**config.mk**
```make
export PLATFORM = sky130hd
export DESIGN_NAME = uart_tx_fifo
export DESIGN_NICKNAME = d
export VERILOG_FILES = /design/src/rtl/uart_tx_fifo.sv
export SDC_FILE = /design/constraint.sdc
export NUM_CORES = 1
export LEC_CHECK = 0
export CELL_PAD_IN_SITES_DETAIL_PLACEMENT = 0
export CELL_PAD_IN_SITES_GLOBAL_PLACEMENT = 1
export CORE_UTILIZATION = 40
export DETAILED_ROUTE_END_ITERATION = 8
export GPL_TIMING_DRIVEN = 0
export PLACE_DENSITY = 0.75
export RECOVER_POWER = 25
export SKIP_LAST_GASP = 1
export SYNTH_ARGS = -nofsm -noshare
export SYNTH_HDL_FRONTEND = slang
export SYNTH_SLANG_ARGS = --single-unit
```
**constraint.sdc**
```tcl
create_clock -name clk_fifo_tx -period 3.2 [get_ports clk_fifo_tx]
set_input_delay 0.64 -clock clk_fifo_tx [delete_from_list [all_inputs] [get_ports clk_fifo_tx]]
set_output_delay 0.64 -clock clk_fifo_tx [all_outputs]
set_load 0.01 [all_outputs]
```
**src/rtl/uart_tx_fifo.sv**
```systemverilog
// Transmit FIFO between the host write port and the UART transmitter.
// First-word-fall-through head, occupancy count, almost-full, flush and sticky error flags.
module uart_tx_fifo #(
  parameter int unsigned DATA_W   = 8,
  parameter int unsigned DEPTH    = 16,
  parameter int unsigned AW       = 4,
  parameter int unsigned AF_LEVEL = 12
) (
  input  logic              clk_fifo_tx,
  input  logic              rst_fifo_tx_n,
  input  logic              wr_en,
  input  logic [DATA_W-1:0] data_in,
  input  logic              flush,
  output logic              tx_valid,
  input  logic              next_frame,
  output logic [DATA_W-1:0] data_out,
  output logic              full,
  output logic              empty,
  output logic              almost_full,
  output logic [AW:0]       count,
  output logic              overflow,
  output logic              underflow,
  input  logic              err_clr
);

  localparam logic [AW:0] CntFull = (AW+1)'(DEPTH);
  localparam logic [AW:0] CntAf   = (AW+1)'(AF_LEVEL);

  logic [DATA_W-1:0] mem_q [DEPTH];
  logic [AW-1:0]     wr_pt_q, wr_pt_d;
  logic [AW-1:0]     rd_pt_q, rd_pt_d;
  logic [AW:0]       count_q, count_d;
  logic              overflow_q, overflow_d;
  logic              underflow_q, underflow_d;
  logic              push, pop;

  // Full/empty are evaluated on the registered count, so a push against a
  // full FIFO is rejected even if a pop happens in the same cycle.
  assign push = wr_en & ~full & ~flush;
  assign pop  = next_frame & ~empty & ~flush;

  always_comb begin
    wr_pt_d = wr_pt_q;
    rd_pt_d = rd_pt_q;
    count_d = count_q;
    if (flush) begin
      wr_pt_d = '0;
      rd_pt_d = '0;
      count_d = '0;
    end else begin
      if (push) wr_pt_d = wr_pt_q + 1'b1;
      if (pop)  rd_pt_d = rd_pt_q + 1'b1;
      case ({push, pop})
        2'b10:   count_d = count_q + 1'b1;
        2'b01:   count_d = count_q - 1'b1;
        default: count_d = count_q;
      endcase
    end
  end

  // Setting an error takes priority over clearing it in the same cycle.
  always_comb begin
    overflow_d  = overflow_q & ~err_clr;
    underflow_d = underflow_q & ~err_clr;
    if (wr_en & full)       overflow_d  = 1'b1;
    if (next_frame & empty) underflow_d = 1'b1;
  end

  always_ff @(posedge clk_fifo_tx) begin
    if (!rst_fifo_tx_n) begin
      wr_pt_q     <= '0;
      rd_pt_q     <= '0;
      count_q     <= '0;
      overflow_q  <= 1'b0;
      underflow_q <= 1'b0;
    end else begin
      wr_pt_q     <= wr_pt_d;
      rd_pt_q     <= rd_pt_d;
      count_q     <= count_d;
      overflow_q  <= overflow_d;
      underflow_q <= underflow_d;
    end
  end

  // Storage is deliberately not reset.
  always_ff @(posedge clk_fifo_tx) begin
    if (rst_fifo_tx_n && push) mem_q[wr_pt_q] <= data_in;
  end

  always_comb begin
    count       = count_q;
    empty       = (count_q == '0);
    full        = (count_q == CntFull);
    almost_full = (count_q >= CntAf);
    tx_valid    = ~empty;
    data_out    = empty ? '0 : mem_q[rd_pt_q];
    overflow    = overflow_q;
    underflow   = underflow_q;
  end

endmodule
```
# After elaboration in Yosys (flattened, before gate mapping)
# Memory sizes are Yosys's and may differ from the RTL's. A register that Yosys moved wholly into a read port is not among the register bits.
# Index checks and enable logic that the tools add are counted.
# Widths: inputs -> output; s select.
totals:
  regBits: 15
  latch_bits: 0
  ram_bits: 128
  romBits: 0
  out_inout_bits: 19
  mem_count: 1
mem_list:
  columns: ["name", "depth", "width", "rd", "rd_ports_with_merged_regs", "wr", "line", "source"]
  rows:
  - ["mem_q", 16, 8, 1, 1, 1, "29", "logic [DATA_W-1:0] mem_q [DEPTH];"]
classes:
  n_addsub: 4
  n_mul: 0
  n_div: 0
  magnitude_cmp: 1
  n_eq_ne: 3
  shift: 0
  muxes: 8
  bitwise_logic: 13
  n_reduce_logical: 4
op_table:
  columns: ["cell", "n"]
  rows:
  - ["$pmux 5 s2", 1]
  - ["$add 4x1->4 const B", 2]
  - ["$and 1x1->1", 8]
  - ["$mux 4", 2]
  - ["$mux 8", 1]
  - ["$add 5x1->5 const B", 1]
  - ["$eq 5x5->1 const B", 1]
  - ["$ge 5x4->1 const B", 1]
  - ["$logic_not 5->1", 1]
  - ["$not 1->1", 5]
  - ["$sub 5x1->5 const B", 1]
  - ["$mux 1", 4]
  - ["$eq 2x1->1 const B", 1]
  - ["$eq 2x2->1 const B", 1]
  - ["$reduce_bool 2->1", 1]
  - ["$reduce_or 2->1", 1]
  - ["$logic_and 1x1->1", 1]

# Logic depth before layout (Yosys ltp)
# Gate-level depths: netlist of the first run.
depth:
  ltp_word: 7
  mapped_depth: 12

# Worst setup path before layout of the first run
# Ideal clock, no wire load.
synth_timing:
  kind: "register to register"
  start: "register count_q[2] (netlist: count[2])"
  end: "register count_q[4] (netlist: count[4])"
  setup_ns: 0.059
  t_arrival_ns: 2.515
  slack_ns: 0.626
  path_stages_with_launch: 13
  path_buffers: 2
  path_cell_list: "dfxtp_1 -> buf_2 -> nor4_4 -> a211oi_4 -> inv_1 -> ha_1 -> buf_2 -> xor2_1 -> ha_1 -> o21ai_0 -> nand3_1 -> or4_1 -> nand2_1"
synth_via:
  elab_chain_cells: 6
  elab_cells_between_ends: 14
  classes_between: "add/sub: 2; eq/ne: 3; mux: 1; bitwise: 6; reduce/logical: 2"
synth_lines:
  columns: ["element", "line", "source"]
  rows:
  - ["start: declaration", "32", "logic [AW:0] count_q, count_d;"]
  - ["start signal: assignment", "79", "count_q <= count_d;"]
  - ["$eq 5x5->1 or $logic_not 5->1 (tied branches)", "93, 92", null]
  - ["$not 1->1 (on tied branches)", "39, 40", null]
  - ["$and 1x1->1 (on tied branches) (2 in a row)", "39, 40", null]
  - ["$eq 2x1->1 or $eq 2x2->1 (tied branches)", "53", "case ({push, pop})"]
  - ["$pmux 5 s2 or $reduce_bool 2->1 (tied branches)", null, null]
# Several ways; a longest one is shown, not always the timed one.
# A chain may end at the register's enable or synchronous reset.

==> flow_summary.yaml, run 1 <==
run:
  max-cap-violations: 0
clock_network:
  numCtsBuffers: 17
  clk_latency_ps: 420
  cts_buffer_depth: 2
  cts.sinks: 147
  htreeDepth: 4
  cts.clk_slew.worst_paths_ps: 60
  ctsRootBufferMaster: "clkbuf_16"
  cts_tree: "done"
floorplanning:
  rows: 44
  pin_count: 33
  initial_core_util_pct: 41.0
  die_h_um: 124
  die_w_um: 124
  dieArea_sq_mm: 0.0153
  design.core.area_sq_mm: 0.0145
routing:
  antenna_left: 0
  drc_errors: 0
  drt_iter0_markers: 323
  wire_per_inst_um: 19.5
  num_vias: 3015
  wl_um: 11300
  viasPerCell: 5.19
  firstDrtPassIters: 4
timing:
  max_slew.worst_pin.slew_ps: 1000
  relSlewSlack_pct: 33.0
  finalCriticalPeriod_ps: 3090
  finClkSkew_ps: 6.12
  hold_viol: 0
  hold_ws_ps: 509
  timing.fmax_mhz: 324
  rsz0062_at_grt: "false"
  finalCritPeriodShare_pct: 96.5
  slew_violations: 0
  setup_violations: 0
global_routing:
  grt_max_degree: 17
  grt_overflow: 0
  grt_pass1_vias: 3276
  antenna_found_initial: 0
  grt_pass1_wl_um: 17900
  gr-usage-all-layers_pct: 16.7
critical_path:
  critPathTopFamily: "buffers and inverters"
  critical_path_required_ps: 2560
  crit_cells: 6
  start_kind: "flip-flop"
  reg2reg_depth: 13
  worst_setup_path_end_kind: "primary output"
  cpMaxStageDelayCell: "mux4_2"
  worstReg2RegEnd: "count[4]"
  critPathKind: "reg -> out"
  crit_buf_inv: 3
  r2r-start: "count[2]"
  r2r_slack_ps: 310
  cp_max_fo: 10
  endpoint: "data_out[1]"
  cpPeakStageDelay_ps: 520
  crit_chain: "clkbuf_4, buf_12, mux4_2, mux2i_2, o22ai_1, clkdlybuf4s50_1"
  crit_arrival_ps: 2450
placement:
  place.port_buffers: 32
  post_dp_cell_area_sq_mm: 0.00648
  numPlacedInstances: 548
  gp_congestion: 0.812
  dp_hpwl_um: 7390
power:
  comb_power_share_pct: 2.7
  p_leak_nw: 2.30
  swShare_pct: 20.2
  powerDensity_mw_per_mm2: 576
  p_clk_share_pct: 46.2
  internal-power_mw: 3.27
  switching_power_uw: 826
  vdd_drop_max_v: 0.000398
  seqPwrFrac_pct: 51.1
final_layout:
  final_cells: 581
  fin_nets: 406
  design_area_sq_mm: 0.00711
  drive_gt1_share_pct: 20.9
  syn2layout_area_growth_pct: 19.9
  insertedDiodeCount: 0
synthesis:
  yosysUniqueCellTypes: 36
  synth-seq-area-share_pct: 71.2
  yosysWarnings: 0
  synth_cells: 332
  syn_area_sq_mm: 0.00593
  synth_nets: 354
  avgSynthCellArea_sq_um: 17.9
  ys_seq_elements: 147
run_status:
  status: "finished, final reports clean"
worst_hold_path:
  hold_class: "reg -> reg"
-- power by group through the flow --
stage                     combinational, mW  clock (mW)  sequential [mW]
final                                 0.112        1.89             2.09
after detailed placement              0.112           0             2.13
after global placement                0.109           0             2.13
after global routing                  0.124        1.99             2.09
after floorplan                      0.0460           0             2.13
after CTS                             0.113        1.92             2.09
-- layer usage --
metal	global-route usage, %	part of all wire (%)	vias up
met4	6.70	1.8	0
met3	4.35	3.2	19
met2	28.1	52	53
met5	0	0	-
li1	-	-	1407
met1	20.4	43	1536
-- cells by family after synthesis --
kind of cell    after synthesis  share of synthesized area [%]
flops                       147                           71.2
compound gates               23                           2.74
fa+ha+maj                     8                           1.69
simple gates                 71                           5.95
xor+xnor                      9                           1.33
buf+inv                      23                           1.71
mux                          51                           15.4
-- sequential cells by signal, summed over array words and instances (netlist names), named ones only --
register / cells
count: 5
mem_q: 128
underflow: 1
overflow: 1
rd_pt_q: 4
wr_pt_q: 4
-- worst register-to-register path, delay by kind of cell (launching register included) --
family,cells,cell delay [ps]
AOI/OAI and AO/OA,2,590
buffers and inverters,4,650
and+or+nand+nor,4,670
DFF,1,320
xor gates and xnor gates,1,160
adders and majority gates,2,450
-- placed cells by master, fill, tap and decap left out, types with 4 or more instances in the layout --
master / netlist / routed
edfxtp_1: 128 / 128
nor2_1: 34 / 34
mux4_2: 32 / 32
clkdlybuf4s50_1: 0 / 24
dfxtp_1: 19 / 19
mux2i_1: 19 / 18
clkbuf_16: 0 / 17
nand2_1: 12 / 11
inv_1: 8 / 8
o22ai_1: 8 / 8
ha_1: 8 / 8
buf_2: 6 / 7
xor2_1: 6 / 6
clkinv_2: 0 / 5
dlygate4sd3_1: 0 / 5
nor3_1: 4 / 4
o21ai_0: 4 / 4
clkinvlp_4: 0 / 4
-- area by class of cell --
cell class / instances / area, sq um
plain buffers: 14 / 104
clock buffers: 17 / 425
clock inverters: 15 / 140
fillers: 1215 / 7370
inverters: 8 / 30.0
multi-input cells: 162 / 1610
flip-flops and latches: 147 / 4220
well taps: 184 / 230
repair buffers: 34 / 343
-- cells in the mapped netlist --
cell type / number / share of area [%]
inv_1: 8 / 0.51
xnor2_1: 3 / 0.44
nor2b_1: 2 / 0.21
o22ai_1: 8 / 0.84
o211ai_1: 1 / 0.13
nand3_1: 3 / 0.25
o21ai_0: 4 / 0.34
o21a_1: 1 / 0.13
buf_2: 6 / 0.51
clkbuf_1: 2 / 0.13
nor4_4: 1 / 0.36
nor3b_1: 2 / 0.25
nand2_1: 12 / 0.76
and4bb_2: 1 / 0.21
nor2_1: 34 / 2.2
o211a_1: 1 / 0.17
mux4_2: 32 / 12
a22oi_1: 2 / 0.25
a211oi_4: 1 / 0.34
buf_4: 2 / 0.25
edfxtp_1: 128 / 65
xor2_1: 6 / 0.89
a21oi_1: 3 / 0.25
nand3b_1: 2 / 0.25
or4_1: 1 / 0.13
and2_1: 1 / 0.11
or3b_2: 2 / 0.30
nand4_1: 3 / 0.32
nand2b_1: 3 / 0.32
dfxtp_1: 19 / 6.4
ha_1: 8 / 1.7
mux2i_1: 19 / 3.2
buf_1: 5 / 0.32
a2111oi_0: 1 / 0.15
a21oi_2: 1 / 0.15
nor3_1: 4 / 0.34
-- through the flow --
step / setup TNS (ps) / util [%] / total power, mW / setup slack (ps)
floorplan: 0 / - / 2.18 / 626
global placement: -145 / 44.8 / 2.24 / -123
detailed placement: -190 / 44.8 / 2.24 / -145
CTS: -14.3 / 48.8 / 4.12 / -11.2
global route: 0 / 49.1 / 4.21 / 15.9
finish: 0 / 49.1 / 4.10 / 111
-- timing repair --
item	4_1_cts	5_1_grt
setup endpoints to repair	8	8
setup buffers	0	2
pin swaps	0	1
gates resized for setup	9	8
hold buffers	0	0
-- worst min path at each step --
stage | start | end | slack [ps] | depth (start not counted)
global placement | rd_pt_q[3] | rd_pt_q[3] | 490 | 2
detailed placement | rd_pt_q[3] | flip-flop | 490 | 2
finish | rd_pt_q[3] | rd_pt_q[3] | 510 | 2
floorplan | rd_pt_q[3] | flip-flop | 470 | 2
CTS | rd_pt_q[3] | rd_pt_q[3] | 510 | 2
global route | underflow | underflow | 570 | 2
No activity file was read; power rests on OpenSTA's default activity.
==> run 2: changes to the inputs <==
GPL_TIMING_DRIVEN = default   (was 0)
PLACE_DENSITY = 0.63   (was 0.75)
==> flow_summary.yaml, run 2 (same netlist as run 1, synthesis figures left out) <==
floorplanning:
  die_w_um: 124
  die_h_um: 124
  pin_count: 33
  rows: 44
  dieArea_sq_mm: 0.0153
  initial_core_util_pct: 41.0
  design.core.area_sq_mm: 0.0145
critical_path:
  critical_path_required_ps: 2560
  crit_arrival_ps: 2410
  start_kind: "flip-flop"
  reg2reg_depth: 11
  r2r-start: "count[1]"
  cp_max_fo: 19
  critPathKind: "reg -> out"
  worst_setup_path_end_kind: "primary output"
worst_hold_path:
  hold_class: "reg -> reg"
  hold-path-cell-count: 2
  timing.hold.worst.start: "rd_pt_q[3]"
clock_network:
  htreeDepth: 4
  cts_buffer_depth: 2
  cts_hold_buf: 0
  clk_latency_ps: 410
  cts_tree: "done"
  numCtsBuffers: 17
  cts.clk_slew.worst_paths_ps: 60
  ctsRootBufferMaster: "clkbuf_16"
  cts.sinks: 147
final_layout:
  mostFrequentLayoutCell: "edfxtp_1"
  layout_common_cells: "edfxtp_1, nor2_1, mux4_2"
  top_register: "mem_q"
  fin_nets: 418
  final_cells: 593
  largest_register_ffs: 128
  drive_gt1_share_pct: 23.5
  insertedDiodeCount: 0
  design_area_sq_mm: 0.00731
  syn2layout_area_growth_pct: 23.2
global_routing:
  grt_pass1_wl_um: 18200
  grt_use_met3_pct: 5.31
  grt_max_degree: 33
  grt_pass1_vias: 3213
  grt_overflow: 0
  grtUsageMet2_pct: 28.3
  antenna_found_initial: 0
  grtUsageMet1_pct: 21.6
  gr-usage-all-layers_pct: 17.3
  grt.busiest_layer: "met2"
timing:
  max_slew.worst_pin.slew_ps: 571
  slew_violations: 0
  hold_viol: 0
  finalCriticalPeriod_ps: 3050
  timing.fmax_mhz: 328
  finalCritPeriodShare_pct: 95.4
  rsz0062_at_grt: "false"
  fin_setup_tns_ps: 0
  relSlewSlack_pct: 61.8
  setup_violations: 0
  finClkSkew_ps: 8.77
power:
  vdd_drop_max_v: 0.000381
  p_leak_nw: 2.37
  powerDensity_mw_per_mm2: 596
routing:
  wl_um: 11400
  wire_per_inst_um: 19.3
  drc_errors: 0
  drt_iter0_markers: 159
  antenna_left: 0
  num_vias: 3053
  viasPerCell: 5.15
  firstDrtPassIters: 4
placement:
  dp_hpwl_um: 7380
  place.port_buffers: 32
  post_dp_cell_area_sq_mm: 0.00664
  gp_congestion: 0.751
  numPlacedInstances: 559
run:
  max-cap-violations: 0
run_status:
  status: "finished, final reports clean"
[run 2: path summary, 6_finish.rpt]
path              slack, ps           to
setup / recovery        150  data_out[5]
hold / removal          510   rd_pt_q[3]
setup reg to reg        620     count[4]
hold reg to reg         510   rd_pt_q[3]
[run 2: cell type report]
type,count,area (sq um)
clock buffer,18,429
multi-input combinational,162,1610
inverter,8,30.0
tap,184,230
fill,1228,7170
clock inverter,14,215
sequential,147,4230
timing repair buffer,60,568
[run 2: what timing repair did]
action / 4_1_cts / 5_1_grt
gates cloned: 0 / 0
setup buffers: 0 / 2
setup endpoints to repair: 5 / 4
gates resized for setup: 2 / 0
pin swaps: 0 / 1
[run 2: routing by layer]
metal  vias up  part of all wire [%]
met2        59                    50
met5         -                     0
li1       1439                     -
met1      1544                    44
met4         0                   1.3
met3        11                   3.9
[run 2: power breakdown]
group          internal, mW  switching, mW
Combinational        0.0510         0.0654
Sequential             2.09        0.00349
Clock                  1.44          0.701
[run 2: critical path: stages (launching register included)]
cell and delay (ps):
dfxtp_2 400, buf_12 220, mux4_2 530, mux2i_1 230, o22ai_1 120, clkdlybuf4s50_1 490
[run 2: metrics by stage]
stage / total power [mW] / hold slack [ps] / utilization (%) / worst slack (ps)
final: 4.35 / 512 / 50.5 / 147
after floorplan: 2.18 / 472 / - / 626
after global routing: 4.50 / 576 / 50.5 / 28.8
after detailed placement: 2.25 / 500 / 45.9 / 218
after CTS: 4.40 / 518 / 50.4 / 31.3
after global placement: 2.25 / 493 / 45.9 / 281
==> run 3: changes to the inputs <==
ABC_AREA = 1   (was default)
PLACE_DENSITY = 0.66   (was 0.63)
==> flow_summary.yaml, run 3 <==
synthesis:
  netlist_top_cells_count: "edfxtp_1, nor2_1, o21ai_0"
  yosysTopAreaCell: "edfxtp_1"
  syn_area_sq_mm: 0.00603
  async_reset_ff_share_pct: 0
  synth_edf_count: 128
  synth_nets: 531
  ys_seq_elements: 147
  synth_cells: 509
  synth_top_area_share_pct: 63.7
  ys_dominant_reg_cell: "edfxtp_1"
  avgSynthCellArea_sq_um: 11.9
  yosysUniqueCellTypes: 26
  synth-seq-area-share_pct: 70.0
  yosys-top-cells-area: "edfxtp_1, nor2_1, dfxtp_1"
  yosysWarnings: 0
  synth.most_common_cell: "edfxtp_1"
final_layout:
  design_area_sq_mm: 0.00735
  insertedDiodeCount: 0
  fin_util_pct: 50.2
  drive_gt1_share_pct: 11.6
  layout_common_cells: "edfxtp_1, nor2_1, o21ai_0"
  top_register: "mem_q"
  mostFrequentLayoutCell: "edfxtp_1"
  largest_register_ffs: 128
  final_cells: 763
  syn2layout_area_growth_pct: 21.9
  fin_nets: 588
timing:
  rsz0062_at_grt: "false"
  relSlewSlack_pct: 56.6
  finalCritPeriodShare_pct: 95.2
  timing.fmax_mhz: 328
  fin_setup_tns_ps: 0
  slew_violations: 0
  max_slew.worst_pin.slew_ps: 651
  hold_ws_ps: 475
  finClkSkew_ps: 7.49
  hold_viol: 0
  final.setup.worst_slack_ps: 155
  finalCriticalPeriod_ps: 3050
  setup_violations: 0
run:
  max-cap-violations: 0
routing:
  viasPerCell: 5.32
  antenna_left: 0
  drc_errors: 2
  wl_um: 14300
  firstDrtPassIters: 6
  drt_iter0_markers: 371
  wire_per_inst_um: 18.7
  num_vias: 4062
clock_network:
  cts.sinks: 147
  cts_tree: "done"
  cts_setup_buffers: 0
  ctsRootBufferMaster: "clkbuf_16"
  htreeDepth: 4
  cts_hold_buf: 0
  cts.clk_slew.worst_paths_ps: 60
  cts_buffer_depth: 2
  post_cts_resized: 0
  clk_latency_ps: 420
  numCtsBuffers: 17
power:
  p_leak_nw: 2.57
  powerDensity_mw_per_mm2: 601
  vdd_drop_max_v: 0.000407
  power.total_mw: 4.42
critical_path:
  critPathKind: "reg -> out"
  worst_setup_path_end_kind: "primary output"
  start_kind: "flip-flop"
  cp_max_fo: 34
  critical_path_required_ps: 2560
  crit_arrival_ps: 2410
floorplanning:
  design.core.area_sq_mm: 0.0146
  dieArea_sq_mm: 0.0156
  rows: 44
  initial_core_util_pct: 41.2
  pin_count: 33
  die_w_um: 125
  die_h_um: 125
placement:
  post_dp_cell_area_sq_mm: 0.00672
  place.port_buffers: 32
  dp_hpwl_um: 9050
  numPlacedInstances: 731
  place_ws_ps: 478
  gp_congestion: 0.772
global_routing:
  grt_pass1_vias: 3989
  grt_pass1_wl_um: 22500
  gr-usage-all-layers_pct: 19.6
  grt_max_degree: 35
  antenna_found_initial: 0
  grt_overflow: 0
run_status:
  status: "complete, but fails checks"
  violations: "design-rule violations"
worst_hold_path:
  hold_class: "reg -> reg"
-- run 3: cell count changes in the layout (fill, tap and decap cells not counted), moves of 16 or more --
cell and change:
nand3_1 +19, a21oi_1 +17, o221ai_1 +18, nor2_1 +75
inv_1 +16, o21ai_0 +63, mux2i_1 -19, mux4_2 -32
-- run 3: final timing paths --
| path | from | endpoint | slack [ps] | depth (start not counted) |
|---|---|---|---|---|
| setup / recovery | flip-flop | data_out[7] | 150 | 9 |
| hold / removal | overflow | overflow | 470 | 2 |
| setup reg to reg | count[2] | count[4] | 1090 | 14 |
| hold reg to reg | overflow | overflow | 470 | 2 |
-- run 3: routing by layer --
metal	global-route usage [%]	vias to the layer above	part of all wire [%]
met5	0	-	0
met1	26.5	1993	47
met2	31.4	99	47
met3	4.34	12	4.8
li1	-	1958	-
met4	6.53	0	1.4
-- run 3: layout make-up --
cell class                      instances  area (sq um)
Tap cell                              184           230
Multi-Input combinational cell        309          1580
Timing Repair Buffer                   61           574
Fill cell                            1298          7290
Clock buffer                           18           429
Sequential cell                       147          4230
Inverter                               30           121
Clock inverter                         14           191
-- run 3: logic make-up after synthesis --
group | share of synthesized area, %
XOR/XNOR | 0.726
buffers and inverters | 3.77
flip-flops | 70.0
AO/OA/AOI/OAI | 12.3
adder cells (fa/ha/maj) | 1.66
AND/OR/NAND/NOR | 11.6
-- run 3: where the power goes --
part           internal, mW  leakage, nW  total (mW)  switching [mW]
Combinational        0.0907        0.976       0.227           0.137
Sequential             2.09         1.31        2.10         0.00940
Clock                  1.36        0.293        2.09           0.727
Total                  3.55         2.57        4.42           0.873
-- run 3: worst max-delay path, cell delays in order, from the launching register on --
cell and delay, ps:
dfxtp_4 390, inv_4 90, buf_12 190, nor2_1 60, o22ai_1 200, nor2_1 60
nor2_1 110, o21ai_1 140, a21oi_1 180, clkdlybuf4s50_1 570
